<file path="src/rtl/time_set_ctrl.sv">
// time_set_ctrl
//   Mode/sequencing controller for the clock's BCD time-counter chain.
//   In RUN the 1 Hz tick is passed through to the counters. In set-time mode
//   a digit pointer (0=secU .. 5=hrT) selects which digit receives one-hot
//   increment pulses; holding the increment button auto-repeats. The selected
//   digit blinks on the display through blank_mask.
//
// Ports
//   clk           in   system clock, all logic on posedge
//   reset         in   synchronous, active-high
//   set_time      in   debounced level, 1 = set-time mode requested
//   select_pulse  in   single-cycle pulse, advance digit pointer
//   incr_level    in   debounced level of the increment button
//   tick_1hz      in   single-cycle 1 Hz tick
//   run_en        out  count enable to counter chain (tick gated by RUN)
//   digit_inc     out  one-hot single-cycle increment to the selected digit
//   sel_digit     out  current digit pointer
//   blank_mask    out  1 = blank that digit on the display
//   set_done      out  single-cycle pulse on leaving set mode
//   state_dbg     out  FSM state: 0=RUN 1=SET_IDLE 2=SET_HOLD 3=SET_REPEAT 4=EXIT
//
// Handshake: there is no back-pressure. digit_inc and set_done are
// single-cycle strobes that the consumer must accept on the cycle they are
// high; select_pulse and tick_1hz are consumed on the cycle they are high.
module time_set_ctrl #(
  parameter int NUM_DIGITS    = 6,
  parameter int REPEAT_DELAY  = 50,
  parameter int REPEAT_PERIOD = 10,
  parameter int BLINK_HALF    = 25
) (
  input  logic                  clk,
  input  logic                  reset,
  input  logic                  set_time,
  input  logic                  select_pulse,
  input  logic                  incr_level,
  input  logic                  tick_1hz,
  output logic                  run_en,
  output logic [NUM_DIGITS-1:0] digit_inc,
  output logic [2:0]            sel_digit,
  output logic [NUM_DIGITS-1:0] blank_mask,
  output logic                  set_done,
  output logic [2:0]            state_dbg
);

  typedef enum logic [2:0] {
    RUN        = 3'd0,
    SET_IDLE   = 3'd1,
    SET_HOLD   = 3'd2,
    SET_REPEAT = 3'd3,
    EXIT       = 3'd4
  } state_t;

  localparam int HW = $clog2(REPEAT_DELAY);
  localparam int RW = $clog2(REPEAT_PERIOD);
  localparam int BW = (BLINK_HALF > 1) ? $clog2(BLINK_HALF) : 1;

  // Hold counter is cleared on the first pulse and fires when its next
  // value would reach REPEAT_DELAY-1, giving REPEAT_DELAY held samples
  // (first pulse included) before the first auto-repeat.
  localparam logic [HW-1:0] HOLD_LAST  = HW'(REPEAT_DELAY - 2);
  localparam logic [RW-1:0] REP_LAST   = RW'(REPEAT_PERIOD - 1);
  localparam logic [BW-1:0] BLINK_LAST = BW'(BLINK_HALF - 1);
  localparam logic [2:0]    SEL_LAST   = 3'(NUM_DIGITS - 1);

  state_t          state, state_n;
  logic [HW-1:0]   hold_cnt, hold_n;
  logic [RW-1:0]   rep_cnt, rep_n;
  logic [BW-1:0]   blink_cnt, blink_n;
  logic            phase, phase_n;
  logic [2:0]      sel_n;
  logic            incr_q;
  logic            incr_rise;
  logic            fire;
  logic            in_set_n;

  function automatic logic [NUM_DIGITS-1:0] onehot(input logic [2:0] s);
    onehot = NUM_DIGITS'(1) << s;
  endfunction

  assign incr_rise = incr_level & ~incr_q;
  assign run_en    = tick_1hz & (state == RUN);
  assign state_dbg = state;

  always_comb begin
    state_n  = state;
    sel_n    = sel_digit;
    hold_n   = hold_cnt;
    rep_n    = rep_cnt;
    blink_n  = blink_cnt;
    phase_n  = phase;
    fire     = 1'b0;
    unique case (state)
      RUN: begin
        if (set_time) begin
          state_n = SET_IDLE;
          sel_n   = '0;
          phase_n = 1'b1;
          blink_n = '0;
        end
      end
      EXIT: state_n = RUN;
      default: begin
        // Leaving set mode wins over increment and select.
        if (!set_time) begin
          state_n = EXIT;
        end else begin
          if (blink_cnt == BLINK_LAST) begin
            blink_n = '0;
            phase_n = ~phase;
          end else begin
            blink_n = blink_cnt + 1'b1;
          end
          unique case (state)
            SET_IDLE: begin
              if (incr_rise) begin
                fire    = 1'b1;
                hold_n  = '0;
                state_n = SET_HOLD;
              end
            end
            SET_HOLD: begin
              if (!incr_level) begin
                state_n = SET_IDLE;
              end else if (hold_cnt == HOLD_LAST) begin
                fire    = 1'b1;
                rep_n   = '0;
                state_n = SET_REPEAT;
              end else begin
                hold_n = hold_cnt + 1'b1;
              end
            end
            default: begin
              if (!incr_level) begin
                state_n = SET_IDLE;
              end else if (rep_cnt == REP_LAST) begin
                fire  = 1'b1;
                rep_n = '0;
              end else begin
                rep_n = rep_cnt + 1'b1;
              end
            end
          endcase
          // A pointer move always needs a fresh press before incrementing
          // again; a same-edge pulse still targets the old pointer.
          if (select_pulse) begin
            sel_n   = (sel_digit == SEL_LAST) ? 3'd0 : sel_digit + 3'd1;
            state_n = SET_IDLE;
          end
          if (fire || select_pulse) begin
            phase_n = 1'b1;
            blink_n = '0;
          end
        end
      end
    endcase
    in_set_n = (state_n == SET_IDLE) || (state_n == SET_HOLD) || (state_n == SET_REPEAT);
  end

  always_ff @(posedge clk) begin
    if (reset) begin
      state      <= RUN;
      sel_digit  <= '0;
      hold_cnt   <= '0;
      rep_cnt    <= '0;
      blink_cnt  <= '0;
      phase      <= 1'b0;
      incr_q     <= 1'b0;
      digit_inc  <= '0;
      blank_mask <= '0;
      set_done   <= 1'b0;
    end else begin
      state      <= state_n;
      sel_digit  <= sel_n;
      hold_cnt   <= hold_n;
      rep_cnt    <= rep_n;
      blink_cnt  <= blink_n;
      phase      <= phase_n;
      incr_q     <= incr_level;
      digit_inc  <= fire ? onehot(sel_digit) : '0;
      blank_mask <= (in_set_n && !phase_n) ? onehot(sel_n) : '0;
      set_done   <= (state_n == EXIT);
    end
  end

endmodule

</file>
<file path="config.mk">
export PLATFORM = sky130hd
export DESIGN_NAME = time_set_ctrl
export DESIGN_NICKNAME = d
export VERILOG_FILES = /design/src/rtl/time_set_ctrl.sv
export SDC_FILE = /design/constraint.sdc
export NUM_CORES = 1
export LEC_CHECK = 0
export ABC_CLOCK_PERIOD_IN_PS = 2000
export CAP_MARGIN = 0
export CELL_PAD_IN_SITES_DETAIL_PLACEMENT = 0
export CELL_PAD_IN_SITES_GLOBAL_PLACEMENT = 1
export CORE_ASPECT_RATIO = 0.8
export CORE_MARGIN = 2
export CORE_UTILIZATION = 40
export CTS_CLUSTER_SIZE = 40
export DETAILED_ROUTE_END_ITERATION = 16
export PLACE_DENSITY = 0.76
export SLEW_MARGIN = 25
export SYNTH_ARGS = -nofsm -noshare
export SYNTH_HDL_FRONTEND = slang
export SYNTH_SLANG_ARGS = --single-unit
</file>
<file path="constraint.sdc">
create_clock -name clk -period 2 [get_ports clk]
set_input_delay 0.4 -clock clk [delete_from_list [all_inputs] [get_ports clk]]
set_output_delay 0.4 -clock clk [all_outputs]
set_load 0.02 [all_outputs]
</file>
==> flow_summary.yaml <==
worst_setup_path:
  r2r_slack_ns: 0.10
  r2r_end: "blank_mask[3]"
  path_class: "reg2out"
  worstPathCellList: "buf_4, clkdlybuf4s50_1"
  cp-start-kind: "flip-flop"
  critPathLaunch: "state_dbg[2]"
  cp_num_cells: 2
  rr_worst_depth: 7
  path_max_fanout: 9
  arrival_ns: 1.51
  end_kind: "primary output"
  r2r_start: "blink_cnt[1]"
  endpoint: "state_dbg[2]"
  worstPathRequired_ns: 1.60
  critPathSlowestCell: "clkdlybuf4s50_1"
  max_stage_delay_ns: 0.61
  cp.buffers_inverters: 2
  critPathTopFamily: "buffers and inverters"
sta:
  fin_crit_sh: 0.955
  clock-skew-final_ns: 0.00271
  setup_viol: 0
  tightest_slew_ns: 0.360
  period_minus_slack_ns: 1.91
  fmax_ghz: 0.523
  tns_ns: 0
  hold_viol: 0
  final-max-slew-violation-count: 0
  max-slew-margin-rel: 0.760
synthesis:
  ys_types: 52
  synth-seq-area-share: 0.407
  synth_area_per_cell_um2: 8.80
  synth_top_area_share: 0.407
  yosys_most_used_dff: "dfxtp_1"
  yosys-top-cells-area: "dfxtp_1 41%, nor2_1 4.9%, ha_1 4.2%, nor3_1 3.4%, mux2i_1 2.8%"
  syn_area_mm2: 0.00177
  syn_nets: 213
  yosysTopAreaCell: "dfxtp_1"
  yosysWarnings: 0
  netlist_instances: 201
  async_reset_ff_frac: 0
  synth_edf_count: 0
  ys_seq_elements: 36
route:
  postRouteAntennaNets: 0
  drc_errors: 0
  avgRoutedWirePerCell_um: 13.4
  via_per_inst: 5.22
  detail_route.first_pass.iterations: 4
  drt-initial-drc-count: 67
  route.final.wire_length_mm: 4.22
  vias: 1640
power:
  vdd_ir_drop_max_mv: 0.325
  pwr-share-clk: 0.409
  power_frac_seq: 0.481
  leakage_uw: 0.000945
  p_int_uw: 1180
  totalPowerFinal_uw: 1530
  cellPowerDensity_mw_per_mm2: 620
  combPwrFrac: 0.110
  swShare: 0.231
  p_sw_uw: 355
floorplanning:
  coreArea_mm2: 0.00420
  die_height_um: 63.5
  die_w_um: 78.4
  rows: 21
  start_util: 0.421
  die-area_mm2: 0.00497
  io_pins: 26
clock_tree:
  clkTransAtPathRegs_ns: 0.07
  h-tree-depth: 2
  insertion_delay_ns: 0.29
  cts_tree: "yes"
  clk_path_buf_depth: 2
  cts_sinks: 36
  cts_inserted_buffers: 5
  cts_hold_buf: 0
  cts_root_buf: "clkbuf_8"
finish:
  post_route_cells_drive_above_1_share: 0.245
  final_cell_mix: "31 x buf_4, 30 x dfxtp_1, 24 x clkdlybuf4s50_1"
  final_common_cell: "buf_4"
  finish.instance_area_mm2: 0.00247
  fill_cells: 374
  synthToLayoutAreaGrowth_pct: 39.7
  antenna_cells: 0
  nNetsFinal: 268
run:
  max-cap-violations: 0
worst_hold_path:
  hp-start: "rep_cnt[3]"
  hold_path.class: "reg2reg"
global_routing:
  grt_pass1_vias: 1569
  grt_max_degree: 23
  track_usage: 0.182
  grt_pass1_wl_mm: 7.18
  grt.overflow.total: 0
  antenna_found_initial: 0
outcome:
  outcome: "finished clean"
placed_design:
  dpl_cell_area_mm2: 0.00228
  place_congestion: 0.813
  hpwl_mm: 3.15
  numPortBuffers: 25
-- layer usage --
layer  up-vias  GRT usage  share of wire
met1       777      0.248           0.48
met3         7     0.0430          0.040
met4         0     0.0526          0.014
met5         -          0              0
li1        822          -              -
met2        34      0.289           0.46
-- metrics by stage --
stage | utilization | hold WS [ns] | setup slack (ns) | instances
after floorplan | - | 0.462 | 0.193 | 201
after global placement | 0.541 | 0.492 | -0.0679 | 303
after detailed placement | 0.541 | 0.495 | -0.124 | 303
after CTS | 0.568 | 0.505 | 0.00542 | 311
after global routing | 0.588 | 0.536 | -0.0115 | 314
final | 0.588 | 0.512 | 0.0890 | 314
-- final cells by class --
class	count	area [µm²]	area share
clock buffer	6	72.6	0.0294
clock inverter	2	35.0	0.0142
inverter	11	41.3	0.0167
multi-input combinational	145	1020	0.413
sequential	36	728	0.295
tap	57	71.3	0.0288
timing repair buffer	57	502	0.203
-- sequential cells by signal, indices dropped and copies added (netlist names) --
signal,count
hold_cnt,6
sel_digit,3
blink_cnt,5
state_dbg,3
blank_mask,6
digit_inc,6
phase,1
set_done,1
rep_cnt,4
incr_q,1
-- worst min-delay path by stage --
stage / slack [ns] / depth (start not counted) / endpoint
global route: 0.54 / 1 / rep_cnt[3]
CTS: 0.51 / 1 / rep_cnt[3]
finish: 0.51 / 1 / rep_cnt[3]
floorplan: 0.46 / 1 / rep_cnt[3]
global placement: 0.49 / 1 / rep_cnt[3]
detailed placement: 0.49 / 1 / rep_cnt[3]
-- worst register-to-register path, delay by kind of cell (launching register included) --
kind | cells | cell delay (ns)
AND/OR/NAND/NOR | 2 | 0.56
AO/OA/AOI/OAI | 2 | 0.52
flip-flops | 1 | 0.33
multiplexers | 1 | 0.20
adder cells (fa/ha/maj) | 1 | 0.13
buffers and inverters | 1 | 0.06
-- power by group through the flow --
stage | clock, µW | sequential [µW] | combinational [µW]
floorplan | 0 | 753 | 79.3
global placement | 0 | 752 | 157
detailed placement | 0 | 753 | 159
CTS | 641 | 736 | 159
global route | 678 | 738 | 184
finish | 626 | 737 | 169
-- timing repair --
action                     4_1_cts  5_1_grt
setup endpoints to repair        7       13
setup buffers                    0        3
cloned                           0        0
gates resized for setup          4       18
pin swaps                        4        4
-- cells by family (layout without fill, tap and decap cells) --
kind of cell,after synthesis,after routing,share of synthesized area
adder cells (fa/ha/maj),6,6,0.0424
flip-flops,36,36,0.407
XOR/XNOR,8,8,0.0396
buffers and inverters,20,76,0.0488
AO/OA/AOI/OAI,42,42,0.172
AND/OR/NAND/NOR,83,83,0.255
multiplexers,6,6,0.0347
-- cells in the mapped netlist (2+ instances only) --
cell type  count
a22oi_1        2
nor3_1        12
nand2b_1       5
nand3b_1       3
o211ai_1       2
nand2_1       10
and2_1         2
or2_2          2
clkbuf_1       4
dfxtp_1       36
o21ai_0       10
a211o_1        2
a2bb2oi_1      3
mux2i_1        5
xnor2_1        4
and3_1         2
o21a_1         2
ha_1           6
a21oi_1        5
o21ai_2        2
xor2_1         4
nand3_1        4
a211oi_1       3
nor2b_1        3
nor4_1         5
buf_2          3
inv_1         11
nor2_1        23
or3b_1         3
Note: power is estimated with default switching activity, not from simulation.
